--- src/rtl/mbist_pkg.sv ---
// Shared types and March C- element table for the MBIST controller.
package mbist_pkg;

   typedef enum logic [1:0] {IDLE, RUN, DRAIN, DONE} state_e;
   typedef enum logic [1:0] {OP_R0, OP_R1, OP_W0, OP_W1} op_e;

   localparam int unsigned ELEM_W = 3;
   localparam logic [ELEM_W-1:0] LAST_ELEM = 3'd5;

   // Bit e set: element e walks addresses upward / has two ops per address.
   localparam logic [7:0] ELEM_UP      = 8'b0010_0111;
   localparam logic [7:0] ELEM_TWO_OPS = 8'b0001_1110;

   function automatic op_e elem_op(input logic [ELEM_W-1:0] elem, input logic op_idx);
      op_e op;
      op = OP_R0;
      case (elem)
         3'd0:    op = OP_W0;
         3'd1:    op = op_idx ? OP_W1 : OP_R0;
         3'd2:    op = op_idx ? OP_W0 : OP_R1;
         3'd3:    op = op_idx ? OP_W1 : OP_R0;
         3'd4:    op = op_idx ? OP_W0 : OP_R1;
         3'd5:    op = OP_R0;
         default: op = OP_R0;
      endcase
      return op;
   endfunction

   function automatic logic op_is_read(input op_e op);
      return (op == OP_R0) || (op == OP_R1);
   endfunction

   function automatic logic op_data_bit(input op_e op);
      return (op == OP_R1) || (op == OP_W1);
   endfunction

endpackage

--- src/rtl/mbist_cmp.sv ---
// Read-data compare: pipelines the expected word, captures the first miscompare
// and keeps a saturating miscompare count.
module mbist_cmp
   import mbist_pkg::*;
#(
   parameter int unsigned ADDR_W = 12,
   parameter int unsigned DATA_W = 32,
   parameter int unsigned CNT_W  = 16
) (
   input  logic              clk,
   input  logic              rst_n,
   input  logic              i_clr,
   input  logic              i_rd_vld,
   input  logic [DATA_W-1:0] i_exp,
   input  logic [ADDR_W-1:0] i_addr,
   input  logic [ELEM_W-1:0] i_elem,
   input  logic [DATA_W-1:0] i_q,
   output logic              o_fail,
   output logic [ADDR_W-1:0] o_fail_addr,
   output logic [ELEM_W-1:0] o_fail_elem,
   output logic [DATA_W-1:0] o_fail_bits,
   output logic [CNT_W-1:0]  o_fail_cnt
);

   logic              r_vld;
   logic [DATA_W-1:0] r_exp;
   logic [ADDR_W-1:0] r_addr;
   logic [ELEM_W-1:0] r_elem;
   logic              r_fail;
   logic [ADDR_W-1:0] r_fail_addr;
   logic [ELEM_W-1:0] r_fail_elem;
   logic [DATA_W-1:0] r_fail_bits;
   logic [CNT_W-1:0]  r_fail_cnt;
   logic [DATA_W-1:0] w_diff;
   logic              w_miss;

   assign w_diff = i_q ^ r_exp;
   assign w_miss = r_vld && (|w_diff);

   always_ff @(posedge clk or negedge rst_n) begin
      if (!rst_n) begin
         r_vld       <= 1'b0;
         r_exp       <= '0;
         r_addr      <= '0;
         r_elem      <= '0;
         r_fail      <= 1'b0;
         r_fail_addr <= '0;
         r_fail_elem <= '0;
         r_fail_bits <= '0;
         r_fail_cnt  <= '0;
      end else begin
         r_vld  <= i_rd_vld;
         r_exp  <= i_exp;
         r_addr <= i_addr;
         r_elem <= i_elem;
         if (i_clr) begin
            r_fail      <= 1'b0;
            r_fail_addr <= '0;
            r_fail_elem <= '0;
            r_fail_bits <= '0;
            r_fail_cnt  <= '0;
         end else if (w_miss) begin
            if (!r_fail) begin
               r_fail      <= 1'b1;
               r_fail_addr <= r_addr;
               r_fail_elem <= r_elem;
               r_fail_bits <= w_diff;
            end
            if (r_fail_cnt != '1) r_fail_cnt <= r_fail_cnt + CNT_W'(1);
         end
      end
   end

   assign o_fail      = r_fail;
   assign o_fail_addr = r_fail_addr;
   assign o_fail_elem = r_fail_elem;
   assign o_fail_bits = r_fail_bits;
   assign o_fail_cnt  = r_fail_cnt;

endmodule

--- src/rtl/mbist_march_ctrl.sv ---
// March C- BIST controller: sequences elements/ops/addresses, drives the SRAM
// pins one op per clock and hands reads to the compare pipeline.
module mbist_march_ctrl
   import mbist_pkg::*;
#(
   parameter int unsigned ADDR_W = 12,
   parameter int unsigned DATA_W = 32,
   parameter int unsigned CNT_W  = 16
) (
   input  logic              CLK,
   input  logic              RSTN,
   input  logic              start,
   output logic              busy,
   output logic              done,
   output logic              fail,
   output logic [ADDR_W-1:0] fail_addr,
   output logic [2:0]        fail_elem,
   output logic [DATA_W-1:0] fail_bits,
   output logic [CNT_W-1:0]  fail_cnt,
   output logic              CEN,
   output logic              WEN,
   output logic [ADDR_W-1:0] A,
   output logic [DATA_W-1:0] D,
   output logic              OEN,
   input  logic [DATA_W-1:0] Q
);

   localparam logic [ADDR_W-1:0] ADDR_MAX = '1;

   state_e            r_state, w_nxt_state;
   logic [ELEM_W-1:0] r_elem, w_nxt_elem;
   logic              r_op, w_nxt_op;
   logic [ADDR_W-1:0] r_addr, w_nxt_addr;
   logic              r_cen, r_wen, r_busy, r_done;
   logic [ADDR_W-1:0] r_a;
   logic [DATA_W-1:0] r_d;
   logic              w_cen, w_wen, w_busy, w_done;
   logic [DATA_W-1:0] w_d;
   logic              w_start_acc, w_last_op, w_last_addr;
   op_e               w_cur_op, w_nxt_opc;

   // Next-state, sequencing and pin-drive decode for the op shown next cycle.
   always_comb begin
      w_nxt_state = r_state;
      w_nxt_elem  = r_elem;
      w_nxt_op    = r_op;
      w_nxt_addr  = r_addr;
      w_start_acc = 1'b0;
      w_cur_op    = elem_op(r_elem, r_op);
      w_last_op   = !ELEM_TWO_OPS[r_elem] || r_op;
      w_last_addr = ELEM_UP[r_elem] ? (r_addr == ADDR_MAX) : (r_addr == '0);
      case (r_state)
         IDLE: begin
            if (start) begin
               w_start_acc = 1'b1;
               w_nxt_state = RUN;
               w_nxt_elem  = '0;
               w_nxt_op    = 1'b0;
               w_nxt_addr  = '0;
            end
         end
         RUN: begin
            if (!w_last_op) begin
               w_nxt_op = 1'b1;
            end else begin
               w_nxt_op = 1'b0;
               if (!w_last_addr) begin
                  w_nxt_addr = ELEM_UP[r_elem] ? r_addr + ADDR_W'(1) : r_addr - ADDR_W'(1);
               end else if (r_elem == LAST_ELEM) begin
                  w_nxt_state = DRAIN;
               end else begin
                  w_nxt_elem = r_elem + ELEM_W'(1);
                  w_nxt_addr = ELEM_UP[w_nxt_elem] ? '0 : ADDR_MAX;
               end
            end
         end
         DRAIN:   w_nxt_state = DONE;
         DONE:    w_nxt_state = IDLE;
         default: w_nxt_state = IDLE;
      endcase

      w_nxt_opc = elem_op(w_nxt_elem, w_nxt_op);
      w_cen     = 1'b1;
      w_wen     = 1'b1;
      w_d       = '0;
      if (w_nxt_state == RUN) begin
         w_cen = 1'b0;
         w_wen = op_is_read(w_nxt_opc);
         w_d   = op_is_read(w_nxt_opc) ? '0 : {DATA_W{op_data_bit(w_nxt_opc)}};
      end
      w_busy = (w_nxt_state == RUN) || (w_nxt_state == DRAIN);
      w_done = (w_nxt_state == DONE) || (r_done && !w_start_acc);
   end

   always_ff @(posedge CLK or negedge RSTN) begin
      if (!RSTN) begin
         r_state <= IDLE;
         r_elem  <= '0;
         r_op    <= 1'b0;
         r_addr  <= '0;
         r_cen   <= 1'b1;
         r_wen   <= 1'b1;
         r_a     <= '0;
         r_d     <= '0;
         r_busy  <= 1'b0;
         r_done  <= 1'b0;
      end else begin
         r_state <= w_nxt_state;
         r_elem  <= w_nxt_elem;
         r_op    <= w_nxt_op;
         r_addr  <= w_nxt_addr;
         r_cen   <= w_cen;
         r_wen   <= w_wen;
         r_a     <= w_cen ? '0 : w_nxt_addr;
         r_d     <= w_d;
         r_busy  <= w_busy;
         r_done  <= w_done;
      end
   end

   mbist_cmp #(
      .ADDR_W (ADDR_W),
      .DATA_W (DATA_W),
      .CNT_W  (CNT_W)
   ) u_cmp (
      .clk         (CLK),
      .rst_n       (RSTN),
      .i_clr       (w_start_acc),
      .i_rd_vld    ((r_state == RUN) && op_is_read(w_cur_op)),
      .i_exp       ({DATA_W{op_data_bit(w_cur_op)}}),
      .i_addr      (r_addr),
      .i_elem      (r_elem),
      .i_q         (Q),
      .o_fail      (fail),
      .o_fail_addr (fail_addr),
      .o_fail_elem (fail_elem),
      .o_fail_bits (fail_bits),
      .o_fail_cnt  (fail_cnt)
   );

   assign CEN  = r_cen;
   assign WEN  = r_wen;
   assign A    = r_a;
   assign D    = r_d;
   assign OEN  = 1'b0;
   assign busy = r_busy;
   assign done = r_done;

endmodule

--- config.mk ---
export PLATFORM = sky130hd
export DESIGN_NAME = mbist_march_ctrl
export DESIGN_NICKNAME = d
export VERILOG_FILES = /design/src/rtl/mbist_pkg.sv /design/src/rtl/mbist_cmp.sv /design/src/rtl/mbist_march_ctrl.sv
export SDC_FILE = /design/constraint.sdc
export NUM_CORES = 1
export LEC_CHECK = 0
export BUFFER_PORTS_ARGS = -buffer_cell sky130_fd_sc_hd__buf_2
export CAP_MARGIN = 10
export CELL_PAD_IN_SITES_DETAIL_PLACEMENT = 1
export CELL_PAD_IN_SITES_GLOBAL_PLACEMENT = 1
export CORE_ASPECT_RATIO = 1.75
export CORE_MARGIN = 5
export CORE_UTILIZATION = 44
export CTS_CLUSTER_DIAMETER = 40
export CTS_CLUSTER_SIZE = 10
export DETAILED_ROUTE_END_ITERATION = 12
export PLACE_DENSITY_LB_ADDON = 0.1
export SETUP_SLACK_MARGIN = 0.3
export SKIP_LAST_GASP = 1
export SLEW_MARGIN = 15
export SYNTH_ARGS = -nofsm -noshare
export SYNTH_HDL_FRONTEND = slang
export SYNTH_SLANG_ARGS = --single-unit
--- constraint.sdc ---
create_clock -name CLK -period 5 [get_ports CLK]
set_input_delay 0 -clock CLK [delete_from_list [all_inputs] [get_ports CLK]]
set_output_delay 0 -clock CLK [all_outputs]
set_load 0.01 [all_outputs]
### After elaboration in Yosys (flattened, before gate mapping)

Memory sizes are Yosys's and may differ from the RTL's.
Index checks and enable logic that the tools add are counted.

* output and inout bits: 113
* RAM bits: 0
* input port bits: 35
* bits in registers: 147
* memory bits (read-only): 24
* memories kept: 3
* bits in latches: 0
* logic and storage cells: 129

* add/subtract/negate cells: 4
* muxes and demuxes: 51
* $mul: 0
* eq/ne operators: 22
* bitwise gates (word level): 1
* magnitude comparators: 2
* div/mod/pow operators: 0
* shift-type cells: 0
* reductions and logical operators: 27

Memory list
* (name not given): depth 8, width 1, read ports 1, clocked after memory_dff 0, wr ports 0, line mbist_march_ctrl.sv:73 `w_nxt_addr = ELEM_UP[w_nxt_elem] ? '0 : ADDR_MAX;`
* (name not given): depth 8, width 1, read ports 1, clocked after memory_dff 0, wr ports 0, line mbist_march_ctrl.sv:68 `w_nxt_addr = ELEM_UP[r_elem] ? r_addr + ADDR_W'(1) : r_addr - ADDR_W'(1);`
* (name not given): depth 8, width 1, read ports 1, clocked after memory_dff 0, wr ports 0, line mbist_march_ctrl.sv:50 `w_last_op = !ELEM_TWO_OPS[r_elem] || r_op;`

Operators by type and width (count)
* two-way mux 32 bit: 5
* two-way mux 12 bit: 10
* two-way mux 16 bit: 3
* OR reduction 32 bit: 1
* XOR 32 bit: 1
* one-hot mux 12 bit (2 select lines): 1
* two-way mux 3 bit: 7
* adder 16 x 1 -> 16 bit, second input constant: 1
* two-way mux 2 bit: 8
* != test 16 bit, second input constant: 1
* adder 12 x 1 -> 12 bit, second input constant: 1
* equality test 12 bit, second input constant: 1
* equality test 2 bit, second input constant: 6
* equality test 3 x 2 -> 1 bit, second input constant: 4
* logical NOT 12 bit: 1
* two-way mux 1 bit: 12
* one-hot mux 2 bit (3 select lines): 2
* subtractor 12 x 1 -> 12 bit, second input constant: 1
* equality test 3 bit, second input constant: 3
* equality test 2 x 1 -> 1 bit, second input constant: 4
* less-than comparator 3 x 4 -> 1 bit, second input constant: 2
* one-hot mux 2 bit (4 select lines): 1
* OR reduction 2 bit: 4
* logical OR 1 bit: 7
* other kinds (11): 20

### Logic depth before layout (Yosys ltp)

Gate-level depths: netlist of run 1.

* depth after elaboration: 13
* depth in mapped cells: 13
* gate-level depth less buffers: 10

### Hierarchy

Synthesis of run 1 repeated with hierarchy kept, for this count alone.

* cells, all modules: 607
* area total of the unflattened synthesis: 6851.6 µm²

Modules (own cells, without submodules)
* mbist_cmp: seq. area each 2802.7 µm², instances 1, area an instance 4356.7 µm², cells each 345
* mbist_march_ctrl: seq. area each 878.3 µm², instances 1, area an instance 2494.9 µm², cells each 262

### Worst setup path after synthesis of run 1

OpenSTA, ideal clock, no wires.

* kind: flip-flop to flip-flop
* start: register r_elem[0]
* end: register r_a[9] (netlist: A[9])
* data arrival time: 2603 ps
* setup time: 119 ps
* cell stages (with the launch flop): 10
* path slack: 2278 ps
* path buffers: 0
* required time: 4881 ps
* period minus slack after synthesis: 2722 ps
* path through: dfrtp_1 > mux2_2 > ha_1 > a211oi_1 > o21ai_0 > a2111o_1 > a21o_1 > a21oi_1 > o21ai_0 > and2_1

* longest elaborated chain between the ends: 9
* elaborated cells between the ends (all ways): 23
* those cells by class: add/sub: 1; eq/ne: 2; mux: 15; reduce/logical: 2; memory: 3

Ends and longest elaborated chain
* start, declared: line mbist_march_ctrl.sv:31 `logic [ELEM_W-1:0] r_elem, w_nxt_elem;`
* start signal, assigned: line mbist_march_ctrl.sv:109 `r_elem <= w_nxt_elem;`
* adder 3 x 1 -> 3 bit: line mbist_march_ctrl.sv:72 `w_nxt_elem = r_elem + ELEM_W'(1);`
* memory (8 x 1 bit)
* two-way mux 1 bit (implied by the code): line mbist_march_ctrl.sv:73
* two-way mux 12 bit: line mbist_march_ctrl.sv:73
* two-way mux 12 bit: line mbist_march_ctrl.sv:69 `end else if (r_elem == LAST_ELEM) begin`
* two-way mux 12 bit: line mbist_march_ctrl.sv:67 `if (!w_last_addr) begin`
* two-way mux 12 bit *: line mbist_march_ctrl.sv:63 `if (!w_last_op) begin`
* one-hot mux 12 bit (2 select lines) *: line mbist_march_ctrl.sv:52 `case (r_state)`
* via w_nxt_addr[9]: line mbist_march_ctrl.sv:33 `logic [ADDR_W-1:0] r_addr, w_nxt_addr;`
* two-way mux 12 bit *: line mbist_march_ctrl.sv:114 `r_a <= w_cen ? '0 : w_nxt_addr;`
* end signal, assigned: line mbist_march_ctrl.sv:114
* end, declared: line mbist_march_ctrl.sv:35 `logic [ADDR_W-1:0] r_a;`

Mark *: on every way through the listed nets, which the timed path passes. The rest lies on a longest branch. The select of a mux whose other input is x is not followed.
A chain may end at the register's enable or synchronous reset.

### Final worst setup path of run 1

* start: register, netlist name u_cmp.r_exp[0]
* end: register u_cmp.r_fail_bits[28] (netlist: u_cmp.o_fail_bits[28])

* longest elaborated chain between the ends: 5
* elaborated cells between the ends (all ways): 8
* those cells by class: mux: 3; bitwise: 1; reduce/logical: 4

Ends and longest elaborated chain
* XOR 32 bit *: line mbist_cmp.sv:37 `assign w_diff = i_q ^ r_exp;`
* OR reduction 32 bit: line mbist_cmp.sv:38 `assign w_miss = r_vld && (|w_diff);`
* logical AND 1 bit: line mbist_cmp.sv:38
* nonzero test 2 bit (no source line)
* AND reduction 2 bit (no source line)
* end signal, assigned: line mbist_cmp.sv:67 `r_fail_bits <= w_diff;`
* end, declared: line mbist_cmp.sv:32 `logic [DATA_W-1:0] r_fail_bits;`

Every way passes the cells marked *; elsewhere a longest branch is shown, timed or not. The select of a mux whose other input is x is not followed.

==> results of run 1 <==
==> report_power, final <==
group / leakage [nW] / switching, mW / internal [mW] / total, mW
Clock: 0.277 / 0.443 / 0.793 / 1.24
Combinational: 1.88 / 0.0445 / 0.0390 / 0.0835
Sequential: 1.39 / 0.0000000801 / 0.940 / 0.940
Total: 3.55 / 0.488 / 1.77 / 2.26
==> sequential cells by signal (all words and copies together), names as in the netlist <==
| register | cells |
|---|---|
| r_elem | 3 |
| u_cmp.r_exp | 1 |
| u_cmp.r_elem | 3 |
| r_state | 2 |
| r_addr | 12 |
| WEN | 1 |
| A | 12 |
| u_cmp.o_fail_elem | 3 |
| u_cmp.o_fail_addr | 12 |
| done | 1 |
| u_cmp.o_fail_bits | 32 |
| u_cmp.r_addr | 12 |
| CEN | 1 |
| u_cmp.o_fail_cnt | 16 |
| busy | 1 |
| u_cmp.o_fail | 1 |
| u_cmp.r_vld | 1 |
| D | 1 |
| r_op | 1 |
==> critical path, stage by stage, from the launching register on <==
cell and delay, ns:
dfrtp_2 0.78, or4_1 0.69, mux2i_1 0.14, nand4_1 0.20, o21ai_2 0.58, nor2_4 0.03, buf_4 0.38, nor2_1 0.26
a211oi_2 0.07
==> what timing repair did <==
action,in CTS,in global routing
hold buffers,34,0
resized for setup,0,0
hold endpoints to repair,93,0
==> per-layer routing <==
layer | wire, µm | global-route usage (%)
met5 | 0 | 0
met4 | 555 | 10.1
met3 | 800 | 4.40
met2 | 9900 | 42.7
met1 | 6650 | 23.7
==> through the flow <==
step,hold slack (ns),util (%),area (µm²),cells
finish,0.221,56.4,7590,936
global route,0.301,56.4,7590,936
CTS,0.244,56.4,7590,936
detailed placement,0.140,49.4,6650,870
global placement,0.132,49.4,6650,870
floorplan,-0.296,-,6040,607
==> worst max-delay path by stage <==
stage | startpoint | to | slack, ns | depth (start not counted)
after floorplan | r_elem[0] | A[9] | 2.28 | 9
after global placement | u_cmp.r_exp[0] | u_cmp.o_fail_bits[24] | 1.74 | 8
after detailed placement | r_elem[0] | A[11] | 1.72 | 9
after CTS | u_cmp.r_exp[0] | u_cmp.o_fail_bits[23] | 1.65 | 8
after global routing | u_cmp.r_exp[0] | u_cmp.o_fail_bits[28] | 1.44 | 8
final | u_cmp.r_exp[0] | u_cmp.o_fail_bits[28] | 1.64 | 8
==> layout make-up <==
| type | instances | area share [%] |
|---|---|---|
| clock inverter | 13 | 2.09 |
| clock buffer | 19 | 5.84 |
| timing repair buffer | 183 | 14.4 |
| tap | 174 | 2.87 |
| inverter | 13 | 0.643 |
| sequential | 116 | 38.3 |
| multi-input combinational | 418 | 35.8 |
==> logic make-up (layout without fill, tap and decap cells) <==
group | count (synthesis) | count (layout) | share of synthesized area (%)
AO/OA/AOI/OAI | 121 | 121 | 14.0
XOR/XNOR | 49 | 49 | 7.11
adder cells (fa/ha/maj) | 21 | 21 | 4.43
buffers and inverters | 73 | 228 | 7.00
flip-flops | 116 | 116 | 48.1
multiplexers | 12 | 12 | 2.03
other | 1 | 1 | 0.0621
AND/OR/NAND/NOR | 214 | 214 | 17.3
==> layout by cell type (no fill, tap or decap), types with 17 or more instances in the layout <==
| master | instances |
|---|---|
| a21oi_1 | 35 |
| o21ai_0 | 18 |
| nand2_1 | 63 |
| ha_1 | 19 |
| nor2_1 | 65 |
| buf_2 | 145 |
| xnor2_1 | 47 |
| a211oi_1 | 24 |
| dfrtp_1 | 113 |
| clkbuf_16 | 17 |
| dlygate4sd3_1 | 34 |
==> flow_summary.ini, run 1 <==
[critical_path]
critical_path_peak_fanout = 79
startpoint_to_endpoint_class_of_the_critical_path = reg -> reg
r2r_slack_ns = 1.64
reg2regPathDepth = 8
crit-reg2reg-capture = u_cmp.o_fail_bits[28]
critPathRequiredTime_ns = 5.25
worst_setup_path_end_kind = flop
cp-start-kind = flop
critical_path.reg2reg.startpoint = u_cmp.r_exp[0]
critical_path_data_arrival_time_ns = 3.61

[routing]
wirelength_um = 17900
drt_iter0_markers = 161
drtAntennaViolNets = 0
dr.pass1.iters = 4
wl_per_cell_um = 19.1
vias = 5065
drc = 0
detail_route.vias_per_cell = 5.41

[yosys]
synth_edf_count = 0
syn-mean-instance-area_um2 = 9.95
post_synth_main_area_contributors = dfrtp_1 (47%), xnor2_1 (6.8%), buf_4 (4.1%)
synth_seq_cells = 116
ys.flop_type = dfrtp_1
synthDominantAreaCellType = dfrtp_1
synth_common_cells = dfrtp_1 (114), nor2_1 (65), nand2_1 (63), xnor2_1 (47), a21oi_1 (35)
asyncSetResetFlopFracSynth_pct = 100
synth.most_common_cell = dfrtp_1
netlist.area_leader.share_pct = 47.2
postSynthCellCount = 607
net_count_after_synthesis = 662
yosysUniqueCellTypes = 57
synth_seq_area_share_pct = 48.1
ys.warnings.count = 0
netlist_area_um2 = 6040

[layout]
drive_above_1_share_pct = 27.0
num-nets-final = 804
seqCellArea_um2 = 2910
area_overhead_of_the_layout_relative_to_synthesis_pct = 25.6
multiInputGateArea_um2 = 2720
filler_cell_count = 1523
antennaDiodeCount = 0

[clock_tree]
tritoncts_num_sinks = 116
depth_of_the_cts_h_tree = 4
clock_latency_ns = 0.41
cts_buffers = 17
tritoncts = done
cts.root.buffer_cell = clkbuf_16
cts.reportedPaths.clkPinSlew_ns = 0.06
cts_post_setup_buffers_inserted = 0
cts_buffer_depth = 2

[power]
total_power_mw = 2.26
p_per_area_nw_per_um2 = 298
leakagePower_nw = 3.55
ir_worst_vdd_mv = 0.224

[grt]
antenna_found_initial = 0
wire_length_of_the_first_global_routing_pass_um = 28700
vias_in_the_first_global_route = 5501
groute.usage.overall_pct = 22.5
grt_start_max_net_pins = 80
grt_overflow = 0

[placement]
preCtsSetupSlack_ns = 1.72
globalplace.congestion = 0.856
dpl.hpwl_um = 12200
portBuffers = 146

[min_path]
timing.hold.worst.class = in -> async

[sta]
finalClockSkew_ns = 0.0105
relSlewSlack_pct = 27.7
totalNegativeSetupSlack_ns = 0
min_period_ns = 3.36
clock.fmax_mhz = 297
postLayoutSetupSlackWorst_ns = 1.64
slew_viol_final = 0
grt_setup_unrepaired = false
layout_worst_path_cycle_share_pct = 67.2
setup_viol = 0
timing.final.hold_violations = 0
worst-slew-pin-transition_ns = 1.09

[run]
maxCapViolations = 0

[die]
core_box_area_um2 = 13500
die_height_um = 165
fp.dieW_um = 98.6
rows = 56
die-area_um2 = 16300
initial_utilization_pct = 44.9
floorplan.io_pins = 148

[run_status]
run_status = finished, final reports clean
Note: power is estimated with default switching activity, not from simulation.
==> run 2, diff against run 1 <==
--- a/config.mk
+++ b/config.mk
@@ -11,7 +11,7 @@
 export CELL_PAD_IN_SITES_GLOBAL_PLACEMENT = 1
 export CORE_ASPECT_RATIO = 1.75
 export CORE_MARGIN = 5
-export CORE_UTILIZATION = 44
+export CORE_UTILIZATION = 37
 export CTS_CLUSTER_DIAMETER = 40
 export CTS_CLUSTER_SIZE = 10
 export DETAILED_ROUTE_END_ITERATION = 12
==> constraint.sdc (replaced) <==
create_clock -name CLK -period 2.9 [get_ports CLK]
set_input_delay 0 -clock CLK [delete_from_list [all_inputs] [get_ports CLK]]
set_output_delay 0 -clock CLK [all_outputs]
set_load 0.01 [all_outputs]
==> run 2 against run 1 <==
Die area increased by 17%. Sequential share of layout area down 3.1 points. Power increased by 74%. Clock-buffer cell count rose by 1. Largest cell class is now multi-input gates. First-iteration DRC count grew 3.7%. Flip-flop and latch count did not move. Combinational power grew 76%. Critical path depth grew 1. Critical path type unchanged. Via count up 3.8%. Global-route usage decreased by 2.9 points. Critical endpoint is now A[9]. Worst hold slack got worse by 0.21 ns.
==> flow_summary.ini, run 2 (synthesis gave the netlist of run 1 again) <==
[critical_path]
critPathRequiredTime_ns = 3.19
critPathMaxStageDelay_ns = 0.50
critical_path.n_buffers_inverters = 0
startpoint_to_endpoint_class_of_the_critical_path = reg -> reg
worst_setup_path_end_kind = flop
cp-start-kind = flop
timing.critical_path.cells = mux2_4 > ha_4 > o21a_1 > o21a_1 > a2111o_1 > a21o_1 > a21oi_1 > o21ai_1 > and2_1
critical_path_peak_fanout = 8
worst_path_dominant_cell_family = compound AO/OA/AOI/OAI gates
critical_path_data_arrival_time_ns = 2.89
worst_path_most_repeated_cell = o21a_1
critical_path.reg2reg.startpoint = r_elem[0]
timing.critical_path.slowest_stage_cell = a2111o_1
crit_start = r_elem[0]

[routing]
wl_per_cell_um = 19.7
vias = 5255
dr.pass1.iters = 4
drtAntennaViolNets = 0
wirelength_um = 19500
detail_route.vias_per_cell = 5.31
drt_iter0_markers = 167
drc = 0

[power]
power.combinational.fraction_pct = 3.7
leakagePower_nw = 3.81
seq_power_share_pct = 41.2
p_per_area_nw_per_um2 = 476
power_report.internal_total_mw = 3.08
ir_worst_vdd_mv = 0.339
power.switching_fraction_pct = 21.6
total_power_mw = 3.93
clkPwrFrac_pct = 55.1
p_switching_mw = 0.850

[layout]
multiInputGateArea_um2 = 3020
utilization_pct = 51.8
largest_reg_flops = 32
commonest_non_fill_non_tap_cells_in_the_layout = buf_2 (145), dfrtp_1 (113), nand2_1 (63), nor2_1 (59), xnor2_1 (47)
num-nets-final = 842
antennaDiodeCount = 0
fin_cells = 989
design_area_um2 = 8270
drive_above_1_share_pct = 37.1
seqCellArea_um2 = 2910
layout.cells.most_common = buf_2
filler_cell_count = 1766
area_overhead_of_the_layout_relative_to_synthesis_pct = 36.9

[die]
initial_utilization_pct = 37.9
die-area_um2 = 19100
rows = 61
floorplan.io_pins = 148
core_box_area_um2 = 16000
fp.dieW_um = 107
die_height_um = 179

[grt]
grt_overflow = 0
wire_length_of_the_first_global_routing_pass_um = 29400
vias_in_the_first_global_route = 5638
groute.usage.overall_pct = 19.6
grt_start_max_net_pins = 56
antenna_found_initial = 0

[placement]
detailed_place.area_um2 = 6860
globalplace.congestion = 0.855
dpl.hpwl_um = 13300
preCtsSetupSlack_ns = 0.0639
portBuffers = 146
numPlacedInstances = 906

[clock_tree]
tritoncts_num_sinks = 116
cts.reportedPaths.clkPinSlew_ns = 0.06
depth_of_the_cts_h_tree = 4
clock_latency_ns = 0.41
cts.root.buffer_cell = clkbuf_16
cts_buffer_depth = 2
cts_buffers = 17
tritoncts = done

[sta]
clock.fmax_mhz = 384
relSlewSlack_pct = 49.7
layout_worst_path_cycle_share_pct = 89.8
setup_viol = 0
grt_setup_unrepaired = true
finalClockSkew_ns = 0.00947
min_period_ns = 2.60
worst-slew-pin-transition_ns = 0.755
worst_hold_slack_ns = 0.00938
slew_viol_final = 0
timing.final.hold_violations = 0
postLayoutSetupSlackWorst_ns = 0.296
totalNegativeSetupSlack_ns = 0

[min_path]
timing.hold.worst.class = in -> reg
worstHoldStart = Q[5]

[run]
maxCapViolations = 0

[run_status]
run_status = finished, final reports clean
## run 2: cell count changes in the layout (fill, tap and decap cells not counted), sizes merged
cell / before / now
clkbuf: 19 / 21
clkinvlp: 6 / 5
nor3b: 2 / 3
buf: 149 / 188
dlygate4sd3: 34 / 31
## run 2: final timing paths
check / cells after the start / end / slack [ns]
worst min-delay path: 3 / u_cmp.o_fail_bits[5] / 0.009
worst min register to register: 1 / done / 0.48
max in group asynchronous: 3 / WEN / 1.90
worst max register to register: 9 / A[9] / 0.30
min in group asynchronous: 2 / u_cmp.o_fail_bits[16] / 0.19
worst max-delay path: 9 / A[9] / 0.30
## run 2: worst reg2reg max path, cell delays in order, from the launching register on
cell and delay, ns:
dfrtp_1 0.39, mux2_4 0.40, ha_4 0.24, o21a_1 0.16
o21a_1 0.24, a2111o_1 0.50, a21o_1 0.18, a21oi_1 0.13
o21ai_1 0.09, and2_1 0.16
## run 2: layout make-up
type / count / area share [%]
Clock buffer: 20 / 5.52
Clock inverter: 12 / 1.88
Inverter: 13 / 0.590
Multi-Input combinational cell: 419 / 36.5
Sequential cell: 116 / 35.2
Tap cell: 189 / 2.86
Timing Repair Buffer: 220 / 17.5
## run 2: timing repair
action	in CTS	in global routing
setup buffers	3	13
resized for setup	12	60
hold buffers	31	0
endpoints found under the hold margin	83	0
cloned	0	4
endpoints found under the setup margin	18	72
pin swaps	5	23
## run 2: metal layers
metal  vias to the layer above  routed length [µm]  global-route usage [%]
met3                        27                 844                    3.86
met1                      2640                6990                    20.2
met5                         -                   0                       0
met4                         0                 558                    7.25
li1                       2449                   -                       -
met2                       139               11100                    38.4
## run 2: power by group through the flow
stage / clock network (mW) / logic, mW / registers, mW
final: 2.17 / 0.147 / 1.62
after global routing: 2.30 / 0.161 / 1.62
after CTS: 2.21 / 0.146 / 1.62
after detailed placement: 0 / 0.113 / 1.65
after global placement: 0 / 0.111 / 1.65
after floorplan: 0 / 0.0295 / 1.65
==> run 3, diff against run 2 <==
--- a/config.mk
+++ b/config.mk
@@ -11,7 +11,7 @@
 export CELL_PAD_IN_SITES_GLOBAL_PLACEMENT = 1
 export CORE_ASPECT_RATIO = 1.75
 export CORE_MARGIN = 5
-export CORE_UTILIZATION = 37
+export CORE_UTILIZATION = 39
 export CTS_CLUSTER_DIAMETER = 40
 export CTS_CLUSTER_SIZE = 10
 export DETAILED_ROUTE_END_ITERATION = 12
@@ -21,4 +21,5 @@
 export SLEW_MARGIN = 15
 export SYNTH_ARGS = -nofsm -noshare
 export SYNTH_HDL_FRONTEND = slang
+export SYNTH_HIERARCHICAL = 1
 export SYNTH_SLANG_ARGS = --single-unit
==> run 3 against run 2 <==
Setup slack lost 0.082 ns. Clock-buffer cell count shrank 3. Area after synthesis grew 13%. Clock power is essentially flat. Largest power group unchanged.
==> flow_summary.ini, run 3 <==
[layout]
multiInputGateArea_um2 = 2940
filler_cell_count = 1884
layout.cells.most_common = buf_2
antennaDiodeCount = 0
design_area_um2 = 8960
num-nets-final = 843
drive_above_1_share_pct = 33.6
utilization_pct = 51.6
seqCellArea_um2 = 3680
area_overhead_of_the_layout_relative_to_synthesis_pct = 30.8
commonest_non_fill_non_tap_cells_in_the_layout = buf_2 (145), dfrtp_1 (143), nor2_1 (69), a211oi_1 (36), xnor2_1 (35)

[sta]
totalNegativeSetupSlack_ns = 0
finalClockSkew_ns = 0.0140
setup_viol = 0
slew_viol_final = 0
min_period_ns = 2.69
clock.fmax_mhz = 372
timing.final.hold_violations = 0
relSlewSlack_pct = 32.6
worst-slew-pin-transition_ns = 1.01
layout_worst_path_cycle_share_pct = 92.6
grt_setup_unrepaired = true
worst_hold_slack_ns = 0.105

[placement]
portBuffers = 146
detailed_place.area_um2 = 7820
dpl.hpwl_um = 14500
globalplace.congestion = 0.820

[yosys]
net_count_after_synthesis = 662
yosysUniqueCellTypes = 71
synthDominantAreaCellType = dfrtp_1
synth_seq_cells = 147
synth_edf_count = 0
netlist.area_leader.share_pct = 53.0
asyncSetResetFlopFracSynth_pct = 100
synth_common_cells = dfrtp_1 (145), nor2_1 (69), a211oi_1 (37), xnor2_1 (35), buf_4 (32)
synth_seq_area_share_pct = 53.7
ys.warnings.count = 6
postSynthCellCount = 607
synth.most_common_cell = dfrtp_1
netlist_area_um2 = 6850
post_synth_main_area_contributors = dfrtp_1 (53%), xnor2_1 (4.5%), a211oi_1 (4.1%)
ys.flop_type = dfrtp_1
syn-mean-instance-area_um2 = 11.3

[grt]
groute.usage.overall_pct = 20.2
antenna_found_initial = 0
grt_start_max_net_pins = 56
wire_length_of_the_first_global_routing_pass_um = 31900
vias_in_the_first_global_route = 6172
grt_overflow = 0

[critical_path]
reg2regPathDepth = 10
timing.critical_path.slowest_stage_cell = or4b_4
crit-reg2reg-capture = A[11]
critPathRequiredTime_ns = 3.24
r2r_slack_ns = 0.21
critPathMaxStageDelay_ns = 0.58
critical_path_peak_fanout = 5
worst_path_dominant_cell_family = compound AO/OA/AOI/OAI gates
critical_path.reg2reg.startpoint = r_elem[0]
timing.critical_path.cells = mux2i_4 > clkinv_4 > buf_6 > ha_4 > o21ai_2 > o21a_1 > o211ai_1 > a21oi_1 > or4b_4 > a31oi_4
worst_setup_path_end_kind = flop
critical_path.n_buffers_inverters = 2
cp-start-kind = flop
startpoint_to_endpoint_class_of_the_critical_path = reg -> reg
critical_path_data_arrival_time_ns = 3.02

[clock_tree]
cts_buffer_depth = 2
cts_buffers = 17
tritoncts_num_sinks = 147
tritoncts = done
cts.root.buffer_cell = clkbuf_16
cts.reportedPaths.clkPinSlew_ns = 0.07
clock_latency_ns = 0.42
depth_of_the_cts_h_tree = 4

[routing]
vias = 5465
drc = 0
detail_route.vias_per_cell = 5.30
drtAntennaViolNets = 0
wl_per_cell_um = 19.6
dr.pass1.iters = 6
wirelength_um = 20200
drt_iter0_markers = 142

[power]
ir_worst_vdd_mv = 0.353
power_report.internal_total_mw = 3.38
total_power_mw = 4.43
p_per_area_nw_per_um2 = 494
clkPwrFrac_pct = 48.2
leakagePower_nw = 3.92
seq_power_share_pct = 47.1
power.switching_fraction_pct = 23.8
power.combinational.fraction_pct = 4.7
p_switching_mw = 1.05

[run]
maxCapViolations = 0

[die]
floorplan.io_pins = 148
initial_utilization_pct = 39.4
rows = 64
core_box_area_um2 = 17400
fp.dieW_um = 110
die_height_um = 185
die-area_um2 = 20400

[min_path]
timing.hold.worst.class = in -> async

[run_status]
run_status = finished, final reports clean
-- run 3: how the worst max path moves through the flow --
stage,startpoint,end,slack [ns],depth (start not counted)
after global placement,r_elem[0],A[11],0.21,9
final,r_elem[0],A[11],0.21,10
after CTS,r_elem[0],A[11],0.25,10
after floorplan,r_elem[2],A[11],0.27,10
after global routing,r_elem[0],A[11],0.12,10
after detailed placement,r_elem[0],A[11],0.13,9
-- run 3: repair_timing --
action,4_1_cts,5_1_grt
cloned,0,1
setup endpoints to repair,10,19
resized for setup,6,23
hold endpoints to repair,85,0
pin swaps,4,15
hold buffers,34,0
setup buffers,5,3
-- run 3: metrics by stage --
stage               std cells  setup slack [ns]
floorplan                 607             0.266
detailed placement        957             0.126
global placement          957             0.213
finish                   1032             0.214
global route             1032             0.119
CTS                      1028             0.253
-- run 3: cell type report --
cell class / instances / share of cell area, %
repair inverters: 1 / 0.0698
flip-flops and latches: 147 / 41.1
repair buffers: 216 / 15.7
well taps: 231 / 3.22
inverters: 15 / 0.684
clock inverters: 15 / 1.63
clock buffers: 17 / 4.75
multi-input cells: 390 / 32.8
-- run 3: routing by layer --
layer	up-vias	global-route usage, %	share of wire [%]
li1	2529	-	-
met5	-	0	0
met3	49	3.17	3.3
met4	0	9.52	3.5
met2	135	39.2	58
met1	2752	20.4	36
-- run 3: cell families (layout without fill, tap and decap cells) --
| kind of cell | count (synthesis) | after routing | share of synthesized area [%] |
|---|---|---|---|
| adder cells (fa/ha/maj) | 20 | 20 | 3.76 |
| XOR/XNOR | 38 | 38 | 4.86 |
| buffers and inverters | 70 | 264 | 6.12 |
| other | 1 | 1 | 0.0547 |
| AND/OR/NAND/NOR | 174 | 174 | 14.1 |
| multiplexers | 22 | 22 | 3.29 |
| flip-flops | 147 | 147 | 53.7 |
| AO/OA/AOI/OAI | 135 | 135 | 14.1 |
-- run 3: power groups by stage --
stage,combinational (mW),sequential (mW),clock (mW)
after floorplan,0.0526,2.13,0
after global placement,0.171,2.12,0
after detailed placement,0.175,2.12,0
after CTS,0.213,2.09,2.19
after global routing,0.232,2.09,2.28
final,0.208,2.09,2.14
-- run 3: worst reg2reg max path: cells and delay by family (launching register included) --
| kind | cells | cell delay (ns) |
|---|---|---|
| adder cells (fa/ha/maj) | 1 | 0.26 |
| flip-flops | 1 | 0.41 |
| buffers and inverters | 2 | 0.27 |
| multiplexers | 1 | 0.32 |
| AND/OR/NAND/NOR | 1 | 0.58 |
| AO/OA/AOI/OAI | 5 | 0.77 |
